--- config.mk ---
export PLATFORM = sky130hd
export DESIGN_NAME = layers_priority_mux_flat
export DESIGN_NICKNAME = d
export VERILOG_FILES = /design/src/rtl/layers_priority_mux_if.sv /design/src/rtl/layers_priority_mux.sv /design/src/flat_wrapper.sv
export SDC_FILE = /design/constraint.sdc
export NUM_CORES = 1
export LEC_CHECK = 0
export CAP_MARGIN = 0
export CORE_MARGIN = 2
export CORE_UTILIZATION = 43
export CTS_CLUSTER_SIZE = 24
export DETAILED_ROUTE_END_ITERATION = 6
export PLACE_DENSITY = 0.84
export SYNTH_ARGS = -nofsm -noshare
export SYNTH_HDL_FRONTEND = slang
export SYNTH_SLANG_ARGS = --single-unit
--- constraint.sdc ---
create_clock -name clk -period 4.06 [get_ports clk]
set_input_delay 0.812 -clock clk [delete_from_list [all_inputs] [get_ports clk]]
set_output_delay 0.812 -clock clk [all_outputs]
set_load 0.02 [all_outputs]
--- src/rtl/layers_priority_mux_if.sv ---
// Pixel-side bundle between the object drawers and the layer priority mux.
// The master is the drawer/controller side; the slave is the mux itself.
interface layers_priority_mux_if #(
   parameter int NUM_LAYERS = 4,
   parameter int RGB_W      = 8
);
   localparam int IDX_W = $clog2(NUM_LAYERS);

   logic                        startOfFrame;
   logic [NUM_LAYERS-1:0]       layer_DR;
   logic [NUM_LAYERS*RGB_W-1:0] layer_RGB;
   logic [NUM_LAYERS-1:0]       layer_en;
   logic [NUM_LAYERS-1:0]       blink_mask;
   logic [RGB_W-1:0]            background_RGB;
   logic [RGB_W-1:0]            RGBOut;
   logic [IDX_W-1:0]            winner_idx;
   logic                        any_DR;
   logic                        blink_phase;

   modport master (
      output startOfFrame, layer_DR, layer_RGB, layer_en, blink_mask, background_RGB,
      input  RGBOut, winner_idx, any_DR, blink_phase
   );

   modport slave (
      input  startOfFrame, layer_DR, layer_RGB, layer_en, blink_mask, background_RGB,
      output RGBOut, winner_idx, any_DR, blink_phase
   );
endinterface

--- src/rtl/layers_priority_mux.sv ---
// N-layer priority pixel mux with enable, colour keying and frame-synchronous blinking.
// Two registered stages: qualify draw requests, then priority-select; latency is fixed at 2.
module layers_priority_mux #(
   parameter int               NUM_LAYERS      = 4,
   parameter int               RGB_W           = 8,
   parameter bit               TRANSPARENT_EN  = 1'b1,
   parameter logic [RGB_W-1:0] TRANSPARENT_RGB = 8'hFF,
   parameter int               BLINK_FRAMES    = 16
) (
   input  logic                 clk,
   input  logic                 reset,
   layers_priority_mux_if.slave bus
);
   localparam int IDX_W = $clog2(NUM_LAYERS);
   localparam int CNT_W = $clog2(BLINK_FRAMES + 1);
   localparam logic [CNT_W-1:0] CNT_LAST = CNT_W'(BLINK_FRAMES - 1);

   logic [CNT_W-1:0]            r_cnt;
   logic                        r_blink_phase;
   logic [NUM_LAYERS-1:0]       w_key_hit;
   logic [NUM_LAYERS-1:0]       w_eff;
   logic [NUM_LAYERS-1:0]       r_eff;
   logic [NUM_LAYERS*RGB_W-1:0] r_rgb;
   logic [RGB_W-1:0]            r_bg;
   logic [RGB_W-1:0]            w_sel_rgb;
   logic [IDX_W-1:0]            w_sel_idx;
   logic                        w_sel_any;
   logic [RGB_W-1:0]            r_rgb_out;
   logic [IDX_W-1:0]            r_idx;
   logic                        r_any;

   // Blink counter: advances on startOfFrame, toggles phase after BLINK_FRAMES pulses.
   always_ff @(posedge clk or posedge reset) begin
      if (reset) begin
         r_cnt         <= '0;
         r_blink_phase <= 1'b1;
      end else if (bus.startOfFrame) begin
         if (r_cnt == CNT_LAST) begin
            r_cnt         <= '0;
            r_blink_phase <= ~r_blink_phase;
         end else begin
            r_cnt <= r_cnt + CNT_W'(1);
         end
      end else begin
         r_cnt         <= r_cnt;
         r_blink_phase <= r_blink_phase;
      end
   end

   // Stage 1 qualification: a keyed (transparent) pixel never blocks lower layers.
   always_comb begin
      w_key_hit = '0;
      w_eff     = '0;
      for (int i = 0; i < NUM_LAYERS; i++) begin
         w_key_hit[i] = TRANSPARENT_EN &&
                        (bus.layer_RGB[i*RGB_W +: RGB_W] == TRANSPARENT_RGB);
         w_eff[i]     = bus.layer_DR[i] & bus.layer_en[i] &
                        ~(bus.blink_mask[i] & ~r_blink_phase) & ~w_key_hit[i];
      end
   end

   // Stage 1 registers: qualified requests plus the colours they select from.
   always_ff @(posedge clk or posedge reset) begin
      if (reset) begin
         r_eff <= '0;
         r_rgb <= '0;
         r_bg  <= '0;
      end else begin
         r_eff <= w_eff;
         r_rgb <= bus.layer_RGB;
         r_bg  <= bus.background_RGB;
      end
   end

   // Priority encoder: scanning from the top index down lets the lowest index win.
   always_comb begin
      w_sel_rgb = r_bg;
      w_sel_idx = '0;
      w_sel_any = 1'b0;
      for (int i = NUM_LAYERS - 1; i >= 0; i--) begin
         if (r_eff[i]) begin
            w_sel_rgb = r_rgb[i*RGB_W +: RGB_W];
            w_sel_idx = IDX_W'(i);
            w_sel_any = 1'b1;
         end else begin
            w_sel_rgb = w_sel_rgb;
            w_sel_idx = w_sel_idx;
            w_sel_any = w_sel_any;
         end
      end
   end

   // Stage 2 output registers.
   always_ff @(posedge clk or posedge reset) begin
      if (reset) begin
         r_rgb_out <= '0;
         r_idx     <= '0;
         r_any     <= 1'b0;
      end else begin
         r_rgb_out <= w_sel_rgb;
         r_idx     <= w_sel_idx;
         r_any     <= w_sel_any;
      end
   end

   assign bus.RGBOut      = r_rgb_out;
   assign bus.winner_idx  = r_idx;
   assign bus.any_DR      = r_any;
   assign bus.blink_phase = r_blink_phase;
endmodule

--- src/flat_wrapper.sv ---
// flat-port wrapper written by rule: the top's interface ports become plain ports
module layers_priority_mux_flat 
#(
   parameter int               NUM_LAYERS      = 4,
   parameter int               RGB_W           = 8,
   parameter bit               TRANSPARENT_EN  = 1'b1,
   parameter logic [RGB_W-1:0] TRANSPARENT_RGB = 8'hFF,
   parameter int               BLINK_FRAMES    = 16
)
  (clk, reset, bus_startOfFrame, bus_layer_DR, bus_layer_RGB, bus_layer_en, bus_blink_mask, bus_background_RGB, bus_RGBOut, bus_winner_idx, bus_any_DR, bus_blink_phase);
  layers_priority_mux_if #(.NUM_LAYERS(NUM_LAYERS), .RGB_W(RGB_W)) bus_i ();
  input  logic clk;
  input  logic reset;
  input wire logic [$bits(bus_i.startOfFrame)-1:0] bus_startOfFrame;
  input wire logic [$bits(bus_i.layer_DR)-1:0] bus_layer_DR;
  input wire logic [$bits(bus_i.layer_RGB)-1:0] bus_layer_RGB;
  input wire logic [$bits(bus_i.layer_en)-1:0] bus_layer_en;
  input wire logic [$bits(bus_i.blink_mask)-1:0] bus_blink_mask;
  input wire logic [$bits(bus_i.background_RGB)-1:0] bus_background_RGB;
  output wire logic [$bits(bus_i.RGBOut)-1:0] bus_RGBOut;
  output wire logic [$bits(bus_i.winner_idx)-1:0] bus_winner_idx;
  output wire logic [$bits(bus_i.any_DR)-1:0] bus_any_DR;
  output wire logic [$bits(bus_i.blink_phase)-1:0] bus_blink_phase;
  assign bus_i.startOfFrame = bus_startOfFrame;
  assign bus_i.layer_DR = bus_layer_DR;
  assign bus_i.layer_RGB = bus_layer_RGB;
  assign bus_i.layer_en = bus_layer_en;
  assign bus_i.blink_mask = bus_blink_mask;
  assign bus_i.background_RGB = bus_background_RGB;
  assign bus_RGBOut = bus_i.RGBOut;
  assign bus_winner_idx = bus_i.winner_idx;
  assign bus_any_DR = bus_i.any_DR;
  assign bus_blink_phase = bus_i.blink_phase;
  layers_priority_mux #(.NUM_LAYERS(NUM_LAYERS), .RGB_W(RGB_W), .TRANSPARENT_EN(TRANSPARENT_EN), .TRANSPARENT_RGB(TRANSPARENT_RGB), .BLINK_FRAMES(BLINK_FRAMES)) u_core (.clk(clk), .reset(reset), .bus(bus_i));
endmodule
==> flow_metrics.env <==
export IMPL_r2r_end="u_core.bus.RGBOut[0]"
export IMPL_endpoint_kind="primary output"
export IMPL_crit_chain="clkdlybuf4s50_1"
export IMPL_cts_path_max_buffers=2
export IMPL_die_h_um=75.71
export IMPL_period_share_pct=56.78
export IMPL_p_leak_nw=1.302
export IMPL_die_area_mm2=0.005731
export IMPL_rsz0062_at_grt="false"
export IMPL_yosys_warnings=0
export IMPL_hp_class="flip-flop to flip-flop"
export IMPL_cp_start_kind="flip-flop"
export IMPL_grt_ovfl_total=0
export IMPL_crit_path_start="u_core.bus.blink_phase"
export IMPL_yosys_register_bits=61
export IMPL_drc=0
export IMPL_path_clk_slew_ps=60
export IMPL_cts_root_buf="clkbuf_8"
export IMPL_dr_total_vias=1481
export IMPL_antenna_found_initial=0
export IMPL_use_met2_pct=27.34
export IMPL_hold_path_depth=1
export IMPL_num_rows=26
export IMPL_hold_violations=0
export IMPL_dp_hpwl_um=3453
export IMPL_antenna_cells=0
export IMPL_cp_max_fo=6
export IMPL_firstDrtPassIters=4
export IMPL_power_per_cell_area_mw_per_mm2=480.0
export IMPL_seq_area_mm2=0.001528
export IMPL_clock_latency_ps=320
export IMPL_first_global_vias=1413
export IMPL_clock_sinks=61
export IMPL_skew_ps=5.861
export IMPL_postCtsSetupBuffers=0
export IMPL_required_ps=3250
export IMPL_critPathSlowestCell="clkdlybuf4s50_1"
export IMPL_place_congestion=0.7763
export IMPL_period_needed_ps=2305
export IMPL_crit_cells=1
export IMPL_grtUsageTotal_pct=18.11
export IMPL_synth_seq_area_share_pct=69.10
export IMPL_hold_end="u_core.r_cnt[3]"
export IMPL_slew_headroom_pct=50.84
export IMPL_drtAntennaViolNets=0
export IMPL_fmaxAchievable_mhz=433.8
export IMPL_drive_above_1_share_pct=12.86
export IMPL_r2r_setup_slack_ps=2280
export IMPL_wl_per_cell_um=14.57
export IMPL_path_class="flip-flop to primary output"
export IMPL_viasPerCell=4.762
export IMPL_multiInputGateArea_um2=600.6
export IMPL_drv_slew=0
export IMPL_use_met3_pct=7.407
export IMPL_cp_num_buf_inv=1
export IMPL_fin_util_pct=61.09
export IMPL_cts_resized=0
export IMPL_final_nets=293
export IMPL_cpLargestDelayFamily="buffers and inverters"
export IMPL_yosysUniqueCellTypes=26
export IMPL_cts_htree_levels=3
export IMPL_grt_max_degree=39
export IMPL_drv_cap=0
export IMPL_synth_area_per_cell_um2=13.32
export IMPL_syn_cell_area_mm2=0.002211
export IMPL_grt_pass1_wl_um=7024
export IMPL_port_buffers=66
export IMPL_cts_made_buffers=9
export IMPL_die_w_um=75.71
export IMPL_ioPinCount=67
export IMPL_cts_hold_buf=0
export IMPL_r2r_cells=3
export IMPL_met1_usage_pct=22.36
export IMPL_drt_iter0_drc=107
export IMPL_vdd_drop_max_v=0.0003121
export IMPL_min_delay_start="u_core.r_cnt[3]"
export IMPL_place_inst=296
export IMPL_worstReg2RegStart="u_core.r_eff[0]"
export IMPL_synthToLayoutAreaGrowth_pct=39.33
export IMPL_stdcell_count=311
export IMPL_setup_violations=0
export IMPL_whs_ps=501.1
export IMPL_finalSetupTns_ps=0
export IMPL_synthesis_nets=222
export IMPL_core_area_mm2=0.005042
export IMPL_routed_wl_um=4530
export IMPL_outcome="complete, no violations"
export IMPL_critPathArrivalTime_ps=1490
export IMPL_syn_inst=166
export IMPL_n_fill_cell=398
export IMPL_busiest_layer="met2"
export IMPL_tightest_slew_ps=736.3
export IMPL_cts_tree="built"
export IMPL_critical_path_max_stage_delay_ps=610
export IMPL_start_util_pct=43.85
==> logic make-up (layout without fill, tap and decap cells) <==
family                     Yosys count  in the layout  share of synthesized area, %
DFF                                 61             61                         69.10
xor gates and xnor gates             2              2                        0.7924
muxes                                3              3                         1.415
buffers and inverters               17             92                         3.735
AOI/OAI and AO/OA                   30             30                         12.45
adders and majority gates            1              1                        0.5658
and+or+nand+nor                     52             52                         11.94
==> how the worst max path moves through the flow <==
stage,end
final,bus_blink_phase
after detailed placement,u_core.bus.blink_phase
after global routing,bus_blink_phase
after CTS,bus_blink_phase
after floorplan,u_core.bus.RGBOut[0]
after global placement,u_core.bus.blink_phase
==> cell usage in the layout, fill, tap and decap left out, types with 4 or more instances in the layout <==
master and n:
inv_2 9, nor2b_1 8, clkbuf_8 10, a21oi_1 10, a211oi_2 8, nand2b_1 5, dfrtp_1 60, nand2_1 13
clkdlybuf4s50_1 66, nor2_1 12, a221o_1 8, nand4_1 10, o2111a_1 4
==> Yosys cell counts, drive strengths merged <==
master	n	area (µm²)
or3	1	6.260
a221o	8	80.08
buf	6	41.28
xor2	1	8.760
nand4b	1	8.760
nand2	13	48.80
a21oi	10	50.05
nor2b	8	50.05
a211oi	8	100.1
clkbuf	1	3.750
inv	10	37.54
mux2i	2	20.02
xnor2	1	8.760
o2111a	4	45.04
dfrtp	60	1501
ha	1	12.51
nand4	10	62.56
nor2	12	45.04
dfstp	1	26.28
nand2b	5	31.28
nor3	1	5.000
mux2	1	11.26
and2	1	6.260
==> metrics by stage <==
| step | setup WS [ps] | power (W) | instance area [µm²] |
|---|---|---|---|
| floorplan | 1737 | 0.0009043 | 2211 |
| global placement | 1911 | 0.001049 | 2922 |
| detailed placement | 1894 | 0.001054 | 2922 |
| CTS | 1732 | 0.001497 | 3080 |
| global route | 1703 | 0.001559 | 3080 |
| finish | 1755 | 0.001479 | 3080 |
==> layout make-up <==
type                       instances  share of cell area (%)
sequential                        61                   49.59
timing repair buffer              67                   21.69
multi-input combinational         88                   19.50
clock buffer                      13                   4.833
tap                               70                   2.843
inverter                          10                   1.219
clock inverter                     2                  0.3249
==> sequential cells by signal, indices dropped and copies added (netlist names) <==
signal                  count
u_core.r_rgb               32
u_core.bus.RGBOut           8
u_core.r_bg                 8
u_core.r_cnt                5
u_core.r_eff                4
u_core.bus.winner_idx       2
u_core.bus.any_DR           1
u_core.bus.blink_phase      1
==> metal layers <==
metal  share of wire, %  routed length [µm]
met3                6.0                 271
met4                2.4                 108
met2                 50                2248
met5                  0                   0
met1                 42                1902
==> power by group <==
group	leakage (nW)	internal [W]	switching, W
sequential	0.722	0.000683	0.0000602
clock	0.0833	0.000233	0.000204
combinational	0.497	0.000166	0.000133
total	1.30	0.00108	0.000397
(Power assumes the default switching activity.)
